File: src/rtl/cs_risc_pkg.sv
// Shared opcode constants, state encoding and decode helper for the RISC sequencer.
package cs_risc_pkg;

    localparam int OPC_W = 6;

    localparam logic [OPC_W-1:0] OP_ALU_R  = 6'b000000;
    localparam logic [OPC_W-1:0] OP_ALU_I  = 6'b000001;
    localparam logic [OPC_W-1:0] OP_LOAD   = 6'b000010;
    localparam logic [OPC_W-1:0] OP_STORE  = 6'b000011;
    localparam logic [OPC_W-1:0] OP_BRANCH = 6'b000100;
    localparam logic [OPC_W-1:0] OP_JUMP   = 6'b000101;
    localparam logic [OPC_W-1:0] OP_HALT   = 6'b111111;

    typedef enum logic [2:0] {
        S_IDLE   = 3'd0,
        S_FETCH  = 3'd1,
        S_DECODE = 3'd2,
        S_EXEC   = 3'd3,
        S_MEM    = 3'd4,
        S_WB     = 3'd5,
        S_PCUPD  = 3'd6,
        S_HALT   = 3'd7
    } state_e;

    // Opcodes that run through the EXEC state.
    function automatic logic is_exec_op(input logic [OPC_W-1:0] op);
        return (op == OP_ALU_R) || (op == OP_ALU_I) || (op == OP_LOAD) ||
               (op == OP_STORE) || (op == OP_BRANCH) || (op == OP_JUMP);
    endfunction

endpackage

File: src/rtl/cs_risc_wait_timer.sv
// Consecutive wait-cycle counter; exists only when CS_RISC_SEQ_TIMEOUT_EN is defined.
`ifdef CS_RISC_SEQ_TIMEOUT_EN
module cs_risc_wait_timer #(
    parameter int TIMEOUT_CYCLES = 16
) (
    input  logic clk,
    input  logic reset,
    input  logic wait_i,
    input  logic ack_i,
    output logic expired_o
);

    localparam int CW = $clog2(TIMEOUT_CYCLES + 1);

    logic [CW-1:0] cnt_q, cnt_d;
    logic          stall;

    assign stall     = wait_i && !ack_i;
    assign expired_o = stall && (cnt_q == CW'(TIMEOUT_CYCLES - 1));
    assign cnt_d     = stall ? cnt_q + CW'(1) : '0;

    always_ff @(posedge clk or negedge reset) begin
        if (!reset) cnt_q <= '0;
        else        cnt_q <= cnt_d;
    end

endmodule
`endif

File: src/rtl/cs_risc_seq_ctrl.sv
// Multi-cycle RISC control sequencer. Define CS_RISC_SEQ_TIMEOUT_EN to bound
// memory-ack waits with TIMEOUT_CYCLES (sticky err_o, then HALT).
module cs_risc_seq_ctrl
    import cs_risc_pkg::*;
#(
    parameter int TIMEOUT_CYCLES = 16
) (
    input  logic             clk,
    input  logic             reset,
    input  logic [OPC_W-1:0] opcode_i,
    input  logic             branch_taken_i,
    input  logic             imem_ack_i,
    input  logic             dmem_ack_i,
    output logic             imem_req_o,
    output logic             ir_load_o,
    output logic             alu_en_o,
    output logic             dmem_req_o,
    output logic             dmem_we_o,
    output logic             rf_we_o,
    output logic             rf_wsel_o,
    output logic             pc_en_o,
    output logic             pc_sel_o,
    output logic             halted_o,
    output logic             illegal_o,
    output logic             err_o,
    output logic [2:0]       state_o
);

    if (TIMEOUT_CYCLES < 1) begin : g_bad_timeout
        $error("TIMEOUT_CYCLES must be at least 1");
    end

    state_e           state_q, state_d;
    logic [OPC_W-1:0] op_q, op_d;
    logic             br_q, br_d;
    logic             tmo;

`ifdef CS_RISC_SEQ_TIMEOUT_EN
    logic err_q;

    cs_risc_wait_timer #(.TIMEOUT_CYCLES(TIMEOUT_CYCLES)) u_wait_timer (
        .clk       (clk),
        .reset     (reset),
        .wait_i    ((state_q == S_FETCH) || (state_q == S_MEM)),
        .ack_i     ((state_q == S_FETCH) ? imem_ack_i : dmem_ack_i),
        .expired_o (tmo)
    );

    always_ff @(posedge clk or negedge reset) begin
        if (!reset)   err_q <= 1'b0;
        else if (tmo) err_q <= 1'b1;
    end

    assign err_o = err_q;
`else
    assign tmo   = 1'b0;
    assign err_o = 1'b0;
`endif

    always_ff @(posedge clk or negedge reset) begin
        if (!reset) state_q <= S_IDLE;
        else        state_q <= state_d;
    end

    // Instruction context is always written before it is consumed, so it needs no reset.
    always_ff @(posedge clk) begin
        op_q <= op_d;
        br_q <= br_d;
    end

    assign state_o = state_q;

    always_comb begin
        state_d    = state_q;
        op_d       = op_q;
        br_d       = br_q;
        imem_req_o = 1'b0;
        ir_load_o  = 1'b0;
        alu_en_o   = 1'b0;
        dmem_req_o = 1'b0;
        dmem_we_o  = 1'b0;
        rf_we_o    = 1'b0;
        rf_wsel_o  = 1'b0;
        pc_en_o    = 1'b0;
        pc_sel_o   = 1'b0;
        halted_o   = 1'b0;
        illegal_o  = 1'b0;
        case (state_q)
            S_IDLE: state_d = S_FETCH;
            S_FETCH: begin
                imem_req_o = 1'b1;
                if (imem_ack_i) begin
                    ir_load_o = 1'b1;
                    state_d   = S_DECODE;
                end else if (tmo) begin
                    state_d = S_HALT;
                end
            end
            S_DECODE: begin
                op_d = opcode_i;
                br_d = 1'b0;
                if (is_exec_op(opcode_i)) begin
                    state_d = S_EXEC;
                end else if (opcode_i == OP_HALT) begin
                    state_d = S_HALT;
                end else begin
                    illegal_o = 1'b1;
                    state_d   = S_PCUPD;
                end
            end
            S_EXEC: begin
                alu_en_o = 1'b1;
                br_d     = (op_q == OP_JUMP) || ((op_q == OP_BRANCH) && branch_taken_i);
                if ((op_q == OP_LOAD) || (op_q == OP_STORE))       state_d = S_MEM;
                else if ((op_q == OP_BRANCH) || (op_q == OP_JUMP)) state_d = S_PCUPD;
                else                                               state_d = S_WB;
            end
            S_MEM: begin
                dmem_req_o = 1'b1;
                dmem_we_o  = (op_q == OP_STORE);
                if (dmem_ack_i)  state_d = (op_q == OP_LOAD) ? S_WB : S_PCUPD;
                else if (tmo)    state_d = S_HALT;
            end
            S_WB: begin
                rf_we_o   = 1'b1;
                rf_wsel_o = (op_q == OP_LOAD);
                state_d   = S_PCUPD;
            end
            S_PCUPD: begin
                pc_en_o  = 1'b1;
                pc_sel_o = br_q;
                state_d  = S_FETCH;
            end
            S_HALT:  halted_o = 1'b1;
            default: state_d = S_IDLE;
        endcase
    end

endmodule

File: config.mk
export PLATFORM = sky130hd
export DESIGN_NAME = cs_risc_seq_ctrl
export DESIGN_NICKNAME = d
export VERILOG_FILES = /design/src/rtl/cs_risc_pkg.sv /design/src/rtl/cs_risc_wait_timer.sv /design/src/rtl/cs_risc_seq_ctrl.sv
export SDC_FILE = /design/constraint.sdc
export NUM_CORES = 1
export LEC_CHECK = 0
export ABC_AREA = 1
export CAP_MARGIN = 20
export CORE_MARGIN = 2
export CORE_UTILIZATION = 43
export CTS_BUF_LIST = sky130_fd_sc_hd__clkbuf_2 sky130_fd_sc_hd__clkbuf_4 sky130_fd_sc_hd__clkbuf_8
export DETAILED_ROUTE_END_ITERATION = 8
export GPL_ROUTABILITY_DRIVEN = 1
export GPL_TIMING_DRIVEN = 0
export MAX_ROUTING_LAYER = met4
export PLACE_DENSITY_LB_ADDON = 0.25
export SYNTH_ARGS = -nofsm -noshare
export SYNTH_HDL_FRONTEND = slang
export SYNTH_SLANG_ARGS = --single-unit
export TNS_END_PERCENT = 1
File: constraint.sdc
create_clock -name clk -period 1.4 [get_ports clk]
set_input_delay 0.42 -clock clk [delete_from_list [all_inputs] [get_ports clk]]
set_output_delay 0.42 -clock clk [all_outputs]
set_load 0.01 [all_outputs]
==> results <==
- Across all setup checks in the final design, the least slack found is -371 ps.
- The number of buffers inserted during clock tree synthesis is 3.
- The internal power of the cells is 1.15 mW.
- The standard cell area after detailed placement is just over 900 um2.
- Entering global routing, the biggest net connects 8 pins.
- The number of global-route vias before repair is 715.
- The number of nets in the synthesized netlist is 92.
- The required time reported for the critical path endpoint is between 900 and 1000 ps.
- Setup repair after global routing could not meet its margin everywhere.
- The area of the core is 1330 um2.
- Counting I/O delays and the setup requirement, the final critical path takes 1770 ps.
- The share of post-route cells with drive strength above 1 is 49.6%.
- Dividing total power by cell area gives a power density of 2010 nW/um2.
- The total design power is between 2 and 2.5 mW.
- Cells fill 80.1% of the core in the end.
- The final number of hold-violating endpoints came to 0.
- After legalization and detailed placement, the total HPWL measured about 1200 um.
- The remaining global-route overflow is 0.
- Using the TritonRoute via totals, the vias-per-cell ratio works out to 5.14.
- From synthesis to final layout, the design area changed by 68.4%.
- The type of element capturing the critical path is an output port.
- Dividing the detail-routed wire length by the instance count gives 15.7 um.
- After detailed placement, the design holds a cell count of between 100 and 150.
- The die boundary width is roughly 42 um.
- TritonCTS built the clock tree.
- The floorplan step defined a die boundary enclosing around 1800 um2.
- The total routed wirelength is 2230 um.
- Global routing used about a quarter of the available tracks across all layers.
- Once layout is done, the placed cells without fillers occupy around 1100 um2.
- The upper clock frequency limit is 565 MHz.
- Yosys attributes the largest share of cell area to edfxtp_1 (33%), dfrtp_1 (12%), nand2_1 (8.3%).
- 0 antenna diodes ended up in the layout.
- The initial antenna violation count is 0.
- The total number of clock tree sinks is 10.
- The register bit total from synthesis is 10.
- Synthesis produced 81 cells.
- The maximum fanout encountered on the critical timing path is 4.
- During placement, the flow inserted port buffers numbering 24.
- The worst voltage drop across the vdd grid is 1080 uV.
- The global-route wire length before repair is 3260 um.
- The buffer levels on the longest clock path is 2.
- The arrival time reported for the critical path endpoint is 1350 ps.
- The share of total power dissipated in combinational logic is 64.7%.
- The critical path class is reg2out.
- Summing every instance area after synthesis gives 634 um2.
- The netlist uses 22 different library cells.
- For this design the static power due to leakage is roughly 0.52 nW.
- The flow ran to the end, but the final reports show violations.
- Before CTS, the worst setup slack after placement is -938 ps.
- During I/O placement, the number of pins put on the boundary was 26.
- Dividing the final minimum period by the clock period gives 127%.
- The top cell type by total area after synthesis is edfxtp_1.
- In the routed design, unresolved DRC markers number 0.
- After filler insertion, the fill cell instance count of the layout stands at 80.
- Across the run, the number of max-cap violations was 0.
- The setup TNS is -3270 ps.
- After clock tree synthesis, the clock-pin slew on the worst setup and hold paths is 70 ps.
- Between clock sinks in the finished design, the worst skew comes to 0.812 ps.
- The worst hold-check slack is 308 ps.
- In this run, post-CTS hold repair placed 0 buffers.
- Summed over all nets, the switching power comes to between 0.9 and 1 mW.
- CTS built an H-tree with a depth of 1.
- The count of routing violations after the opening detailed-route iteration is 13.
- The number of non-filler instances in the completed layout is 142.
- Summing all multi-input logic gate instances after layout gives 339 um2.
- The library cell used as clock root buffer is clkbuf_4.
- The first-pass iteration count of the detailed router is 6.
- The starting density of the core is a little under half.
- The class of the tightest hold or removal check is in2async.
- The clock latency reported for the late side of the worst-skew pair is between 200 and 300 ps.
- The count of nets left with antenna violations after detail routing is 0.
- Registers are responsible for 24.8% of the overall power.
- The final layout net count is 139.
- The type of origin of the critical path is a flip-flop.
- The die boundary height is roughly 42 um.
- The number of slew-limit violations in the final report is 0.
- The checks that failed: setup timing.
- Across all layers, the routed design uses 730 vias.
- Setup violations remaining at the end of the flow were counted as 12.
- The share of synthesized area in the top cell type comes to about a third.
- The number of cell rows is 13.
- In this run switching power makes up 46.4% of total power.
- The congestion estimate from routability-driven global placement came to ~0.83.
- Summing all flip-flop and latch instances after layout gives 287 um2.
- After synthesis, the mean cell area works out to 7.83 um2.
- The count of warnings emitted by yosys is 0.
- The share of total power in the clock network is a little over a tenth.
- The share of the Yosys chip area taken by registers is 45.0%.
-- synthesized netlist by cell type --
library cell	instances
nand2_1	14
nor2_1	14
inv_1	9
edfxtp_1	7
nand3_1	7
inv_2	5
dfrtp_1	3
o21ai_0	3
nand2_2	2
nand3_2	2
nor2_2	2
nor2_4	2
nor3_1	2
a21oi_1	1
and2_1	1
buf_4	1
buf_6	1
conb_1	1
nand3b_1	1
nor4_1	1
o21ai_2	1
o21bai_1	1
-- worst paths after layout --
path	from	endpoint	slack, ps	cells after the start
max	state_o[2]	dmem_we_o	-370	7
min	reset	state_o[0]	310	1
max reg2reg	state_o[2]	state_o[1]	40	10
min reg2reg	op_q[0]	br_q	740	2
max in group asynchronous	reset	state_o[1]	940	1
min in group clk	opcode_i[4]	op_q[4]	480	1
-- critical path, cell delays in order (launching register included) --
cell,delay [ps]
dfrtp_1,400
inv_4,70
nor2_4,120
inv_2,70
nor2_4,110
nand2_2,60
nor2_2,100
buf_2,130
-- timing repair --
item / 4_1_cts / 5_1_grt
hold endpoints to repair: 0 / 0
setup endpoints to repair: 21 / 20
pin swaps: 10 / 6
resized for setup: 62 / 11
gates cloned: 0 / 0
buffers inserted: 13 / 5
-- logic make-up after synthesis --
logic type / count (synthesis) / synth area share (%)
and+or+nand+nor: 48 / 37.5
DFF: 10 / 45.0
other: 1 / 0.591
buffers and inverters: 16 / 11.2
AOI/OAI and AO/OA: 6 / 5.72
-- cell usage in the layout, fill, tap and decap left out --
cell	instances
conb_1	1
nor3_4	1
dfrtp_1	2
dlygate4sd2_1	8
nor2_2	4
nor2_4	4
inv_4	1
and2_1	1
o21ai_0	3
clkbuf_4	3
edfxtp_1	7
nand3_1	6
nor3_2	1
buf_6	4
o21ai_2	1
buf_4	16
nand2_1	12
o21bai_1	1
nand3b_1	1
clkdlybuf4s15_2	2
inv_2	5
clkbuf_2	1
dfrtp_2	1
nand3_2	3
nand2_2	3
nand2_4	1
clkdlybuf4s50_1	3
inv_1	8
clkinv_1	1
nor4_2	1
buf_2	10
nor2_1	10
a21oi_2	1
-- power groups by stage --
stage	Combinational [mW]	Clock, mW	Sequential, mW
floorplan	0.678	0	0.535
global placement	1.08	0	0.523
detailed placement	1.11	0	0.531
CTS	1.16	0.210	0.526
global route	1.50	0.232	0.542
finish	1.39	0.226	0.534
-- registers in the layout, summed over array words and instances, names as in the netlist --
signal	cells
br_q	1
op_q	6
state_o	3
-- final cells by class --
type,count,share of cell area (%)
Buffer,2,1.76
Clock buffer,3,2.11
Clock inverter,1,0.351
Inverter,14,5.15
Multi-Input combinational cell,55,31.7
Sequential cell,10,26.8
Tap cell,15,1.76
Timing Repair Buffer,42,30.3
-- routing by layer --
| metal | track usage [%] | part of all wire [%] | wire length (um) |
|---|---|---|---|
| met3 | 3.45 | 6.2 | 138 |
| met4 | 10.6 | 4.8 | 106 |
| met2 | 46.2 | 52 | 1160 |
| met5 | - | 0 | 0 |
| met1 | 28.1 | 37 | 825 |
No activity file was read; power rests on OpenSTA's default activity.
